`config.mk`:
```
export PLATFORM = sky130hd
export DESIGN_NAME = mem_wb_stage
export DESIGN_NICKNAME = d
export VERILOG_FILES = /design/src/rtl/rv_pkg.sv /design/src/rtl/load_align.sv /design/src/rtl/mem_wb_stage.sv
export SDC_FILE = /design/constraint.sdc
export NUM_CORES = 1
export LEC_CHECK = 0
export ABC_AREA = 1
export CAP_MARGIN = 20
export CORE_MARGIN = 1
export CORE_UTILIZATION = 47
export CTS_BUF_LIST = sky130_fd_sc_hd__clkbuf_16
export CTS_CLUSTER_SIZE = 20
export DETAILED_ROUTE_END_ITERATION = 10
export PLACE_DENSITY_LB_ADDON = 0.1
export SLEW_MARGIN = 10
export SYNTH_ARGS = -nofsm -noshare
export SYNTH_HDL_FRONTEND = slang
export SYNTH_SLANG_ARGS = --single-unit
```
`constraint.sdc`:
```
create_clock -name clock -period 2.6 [get_ports clock]
set_clock_uncertainty 0.15 [all_clocks]
set_input_delay 0.26 -clock clock [delete_from_list [all_inputs] [get_ports clock]]
set_output_delay 0.26 -clock clock [all_outputs]
set_load 0.03 [all_outputs]
```
`src/rtl/rv_pkg.sv`:
```
// Shared RISC-V encodings used by the write-back path: write-source selects
// and load funct3 codes.
package rv_pkg;

  // Write-back source select carried down the pipe from decode
  localparam logic [1:0] WB_ALU  = 2'b00;
  localparam logic [1:0] WB_LOAD = 2'b01;
  localparam logic [1:0] WB_PC4  = 2'b10;
  localparam logic [1:0] WB_RSVD = 2'b11;

  // Load funct3 codes; 011, 110 and 111 are illegal for loads
  localparam logic [2:0] F3_LB  = 3'b000;
  localparam logic [2:0] F3_LH  = 3'b001;
  localparam logic [2:0] F3_LW  = 3'b010;
  localparam logic [2:0] F3_LBU = 3'b100;
  localparam logic [2:0] F3_LHU = 3'b101;

endpackage

```
`src/rtl/load_align.sv`:
```
// Combinational load aligner: picks the addressed byte/halfword out of the
// raw aligned memory word, extends it, and flags misaligned or illegal loads.
module load_align
  import rv_pkg::*;
(
  input  logic [2:0]  funct3,
  input  logic [1:0]  off,
  input  logic [31:0] word,
  output logic [31:0] data,
  output logic        fault
);

  logic [7:0]  byte_sel;
  logic [15:0] half_sel;

  // Select the addressed byte and halfword lanes from the word
  always_comb begin
    byte_sel = word[7:0];
    case (off)
      2'd0: byte_sel = word[7:0];
      2'd1: byte_sel = word[15:8];
      2'd2: byte_sel = word[23:16];
      2'd3: byte_sel = word[31:24];
      default: byte_sel = word[7:0];
    endcase
    half_sel = off[1] ? word[31:16] : word[15:0];
  end

  // Extend per load type; halfword and word loads must be naturally aligned
  always_comb begin
    data  = 32'h0;
    fault = 1'b0;
    case (funct3)
      F3_LB:  data = {{24{byte_sel[7]}}, byte_sel};
      F3_LBU: data = {24'h0, byte_sel};
      F3_LH: begin
        data  = {{16{half_sel[15]}}, half_sel};
        fault = off[0];
      end
      F3_LHU: begin
        data  = {16'h0, half_sel};
        fault = off[0];
      end
      F3_LW: begin
        data  = word;
        fault = (off != 2'd0);
      end
      default: fault = 1'b1;
    endcase
  end

endmodule

```
`src/rtl/mem_wb_stage.sv`:
```
// MEM/WB pipeline register: selects the write-back value, registers the
// REG_FILE write port, reports load faults and counts retired instructions.
module mem_wb_stage
  import rv_pkg::*;
#(
  parameter int XLEN      = 32,
  parameter int INSTRET_W = 64
) (
  input  logic                 clock,
  input  logic                 reset,
  input  logic                 mem_valid,
  input  logic                 mem_regwrite,
  input  logic [4:0]           mem_rd,
  input  logic [1:0]           mem_wb_sel,
  input  logic [2:0]           mem_funct3,
  input  logic [XLEN-1:0]      mem_alu_result,
  input  logic [XLEN-1:0]      mem_load_data,
  input  logic [XLEN-1:0]      mem_pc_plus4,
  input  logic                 stall,
  input  logic                 flush,
  output logic                 regwrite,
  output logic [4:0]           write_reg,
  output logic [XLEN-1:0]      write_data,
  output logic                 wb_valid,
  output logic                 load_fault,
  output logic [INSTRET_W-1:0] instret
);

  logic [XLEN-1:0]      load_value;
  logic                 align_fault;

  logic                 wb_valid_q,   wb_valid_d;
  logic                 regwrite_q,   regwrite_d;
  logic                 load_fault_q, load_fault_d;
  logic [4:0]           write_reg_q,  write_reg_d;
  logic [XLEN-1:0]      write_data_q, write_data_d;
  logic [INSTRET_W-1:0] instret_q,    instret_d;

  load_align u_load_align (
    .funct3 (mem_funct3),
    .off    (mem_alu_result[1:0]),
    .word   (mem_load_data),
    .data   (load_value),
    .fault  (align_fault)
  );

  // Next WB contents: a bubble on flush/stall, otherwise capture the MEM instruction
  always_comb begin
    wb_valid_d   = 1'b0;
    regwrite_d   = 1'b0;
    load_fault_d = 1'b0;
    write_reg_d  = 5'd0;
    write_data_d = '0;
    if (!(flush || stall)) begin
      wb_valid_d   = mem_valid;
      write_reg_d  = mem_rd;
      load_fault_d = mem_valid && (mem_wb_sel == WB_LOAD) && align_fault;
      case (mem_wb_sel)
        WB_ALU:  write_data_d = mem_alu_result;
        WB_LOAD: write_data_d = load_value;
        WB_PC4:  write_data_d = mem_pc_plus4;
        default: write_data_d = '0;
      endcase
      regwrite_d = mem_valid && mem_regwrite && (mem_rd != 5'd0) &&
                   !load_fault_d && (mem_wb_sel != WB_RSVD);
    end
    instret_d = instret_q + INSTRET_W'(wb_valid_q && !load_fault_q);
  end

  // WB register bank with synchronous reset taking priority over everything
  always_ff @(posedge clock) begin
    if (reset) begin
      wb_valid_q   <= 1'b0;
      regwrite_q   <= 1'b0;
      load_fault_q <= 1'b0;
      write_reg_q  <= 5'd0;
      write_data_q <= '0;
      instret_q    <= '0;
    end else begin
      wb_valid_q   <= wb_valid_d;
      regwrite_q   <= regwrite_d;
      load_fault_q <= load_fault_d;
      write_reg_q  <= write_reg_d;
      write_data_q <= write_data_d;
      instret_q    <= instret_d;
    end
  end

  assign wb_valid   = wb_valid_q;
  assign regwrite   = regwrite_q;
  assign load_fault = load_fault_q;
  assign write_reg  = write_reg_q;
  assign write_data = write_data_q;
  assign instret    = instret_q;

endmodule

```
==> results.md <==
| Item | Value | Unit |
|---|---|---|
| Least setup slack across all paths after layout | 0.428 | ns |
| Compound-Gate Fraction of Synth Area | 13.9 | % |
| H-tree Lvls | 3 | - |
| Count of final hold-check violations | 0 | - |
| Latest clock arrival within the worst-skew pair | 0.36 | ns |
| Final cycle utilization of the critical path | 83.5 | % |
| Max clock buf depth | 2 | - |
| Largest net degree at the start of global routing | 53 | - |
| VDD IR-drop max | 0.341 | mV |
| Critical Path AT | 2.33 | ns |
| Mapped Nets | 1201 | - |
| Wire length after detailed routing | 21900 | um |
| Depth of the most critical reg-to-reg path | 14 | - |
| Number of I/O pins | 216 | - |
| Type of the worst setup path | register to register | - |
| Setup slack after placement | 0.279 | ns |
| Most common cell after layout, fill and taps aside | nand2_1 | - |
| GR Overflow Total | 0 | - |
| DRC | 0 | - |
| Power density over cell area | 383 | nW/um^2 |
| RSZ-0062 raised after global routing | no | - |
| Crit path capture type | register | - |
| Chip width | 119 | um |
| Detail Placement HPWL | 17400 | um |
| Average detailed-routed wire length per instance | 14.8 | um |
| Worst setup startpoint | wb_valid | - |
| Worst reg2reg endpoint | instret[36] | - |
| Main area contributors after synthesis | dfxtp_1, nand2_1, inv_1 | - |
| Fraction of layout instances using a drive strength above 1 | 5.55 | % |
| Final GP Congestion | 1.00 | - |
| Library cell occupying the most area in the post-synthesis netlist | dfxtp_1 | - |
| Most frequent cells in the layout | nand2_1, clkdlybuf4s50_1, inv_1 | - |
| Routed Antenna Nets | 0 | - |
| Clock tree sinks | 104 | - |
| Hold Crit Class | input port to register | - |
| Mean instance size in the synthesized netlist | 5.94 | um^2 |
| Maximum Capacitance Violations | 0 | - |
| Register-to-register setup slack | 0.43 | ns |
| Simple logic cell fraction of the synthesized area | 41.1 | % |
| Resized cells post-CTS | 0 | - |
| Data required, critical path | 2.76 | ns |
| Worst flop-to-flop path startpoint | wb_valid | - |
| Total setup buffers inserted after CTS | 0 | - |
| Post-Route Setup TNS | 0 | ns |
| Fmax | 460 | MHz |
| Worst relative slew slack | 60.0 | % |
| Cts hold-fix bufs | 0 | - |
| Number of storage elements in the synthesis netlist | 104 | - |
| Inserted Clock Buffers | 9 | - |
| Cells after Synth | 1087 | - |
| Worst Path Max Fanout | 6 | - |
| Initial antenna violation count | 0 | - |
| Sequential cell area | 2080 | um^2 |
| Router iterations before antenna repair | 5 | - |
| Relative area change from synthesis to final layout | 40.6 | % |
| Row count | 42 | - |
| Total number of yosys warnings | 0 | - |
| Vertical die dimension | 119 | um |
| Combined global-route utilization of all metal layers | 31.6 | % |
| Share of cell area taken by muxes after synthesis | 0 | % |
| Vias | 7505 | - |
| CTS clk-pin slew, worst paths | 0.08 | ns |
| Final critical path time including I/O delays and setup | 2.17 | ns |
| Area enclosed by the die boundary | 14200 | um^2 |
| Initial detailed-routing violation count | 416 | - |
| Diodes inserted | 0 | - |
| Fin. max-slew vios | 0 | - |
| Fill cell total of the finished layout | 1259 | - |
| Share of synthesized cell area in full adder, half adder and majority cells | 0.388 | % |
| Setup-failing EPs final | 0 | - |
| Area of combinational cells with multiple inputs | 3610 | um^2 |
| Post-synthesis instance area | 6460 | um^2 |
| Via count of the first global-routing pass | 7091 | - |
| Leakage power of the design | 3.60 | nW |
| Core Region | 13300 | um^2 |
| Clock tree from TritonCTS | yes | - |
| Worst Setup Start Kind | register | - |
| Xor and xnor area share after synthesis | 0.407 | % |
| Sequential share of the synthesized area | 32.2 | % |
| Number of buffer cells added on primary ports | 215 | - |
| Effective utilization at floorplan | 48.6 | % |
| Area share of the leading cell type in the synthesized netlist | 32.2 | % |
| Post-synthesis cell type count | 35 | - |
| Total number of nets in the final design | 1407 | - |
| Transition time at the pin with the least slew margin | 0.600 | ns |
| Flip-flop count of the largest register after layout | 64 | - |
| Global-route wire length before repair | 34900 | um |
| Endpoint of the worst setup timing path | instret[36] | - |
| Clock root buffer master | clkbuf_16 | - |
| Result of the run | finished, final reports clean | - |
| Average via count per standard cell | 5.09 | - |
| Dominant combinational cell family by area after synthesis | simple AND/OR/NAND/NOR gates | - |
cell usage after synthesis, drive strengths merged:
cell	number
inv	166
a31oi	1
o22ai	1
a21oi	92
a211oi	1
o221ai	1
clkinv	1
o21ai	76
and3	2
nor2	178
or2	9
xor2	2
nor3	8
nor3b	1
dfxtp	104
ha	2
nand3	72
nand2	317
nand4	15
xnor2	1
o21a	4
buf	11
clkbuf	22
stage by stage:
| stage | area (um^2) | std cells | utilization (%) | hold slack (ns) | power, mW |
|---|---|---|---|---|---|
| 2_1_floorplan | 6460 | 1087 | - | 0.216 | 1.88 |
| 3_3_place_gp | 8780 | 1458 | 66.1 | 0.322 | 2.15 |
| 3_5_place_dp | 8780 | 1458 | 66.1 | 0.341 | 2.15 |
| 4_1_cts | 9070 | 1474 | 68.3 | 0.248 | 3.50 |
| 5_1_grt | 9070 | 1474 | 68.3 | 0.284 | 3.62 |
| 6_report | 9070 | 1474 | 68.3 | 0.255 | 3.48 |
area by class of cell:
class,count,share of cell area [%]
Clock inverter,7,0.731
Clock buffer,9,2.48
Timing Repair Buffer,228,24.7
Tap cell,176,2.43
Sequential cell,104,22.9
Inverter,167,6.91
Multi-Input combinational cell,783,39.8
cell families (layout without fill, tap and decap cells):
family | after synthesis | count (layout)
adder cells (fa/ha/maj) | 2 | 2
AND/OR/NAND/NOR | 602 | 602
buffers and inverters | 200 | 411
AO/OA/AOI/OAI | 176 | 176
flip-flops | 104 | 104
XOR/XNOR | 3 | 3
worst max-delay path: stages, from the launching register on:
cell     delay, ns
dfxtp_1       0.34
inv_1         0.04
nor2_1        0.08
ha_1          0.28
ha_1          0.25
nand2_2       0.11
nor2_4        0.16
nand2_4       0.11
nor2_4        0.11
nand2_1       0.09
nor2_1        0.14
nand2_1       0.06
nand2_1       0.06
inv_1         0.04
nor2_1        0.08
layer usage:
metal	wire length [um]	GRT usage, %
met5	0	0
met4	783	13.2
met3	1390	7.23
met2	10900	56.8
met1	8800	35.5
power breakdown:
part | total, mW | leakage [nW] | switching, mW | internal, mW
logic | 0.505 | 2.62 | 0.256 | 0.248
registers | 1.61 | 0.839 | 0.00436 | 1.61
clock network | 1.36 | 0.141 | 0.693 | 0.671
worst min-delay path by stage:
stage                        endpoint   startpoint  depth (start not counted)  slack, ns
final                     instret[36]        reset                          4       0.26
after global routing      instret[50]        reset                          4       0.28
after CTS                 instret[36]        reset                          4       0.25
after detailed placement  instret[23]  instret[23]                          1       0.34
after global placement    instret[63]  instret[63]                          2       0.32
after floorplan              regwrite    mem_valid                          1       0.22
(Power assumes the default switching activity.)
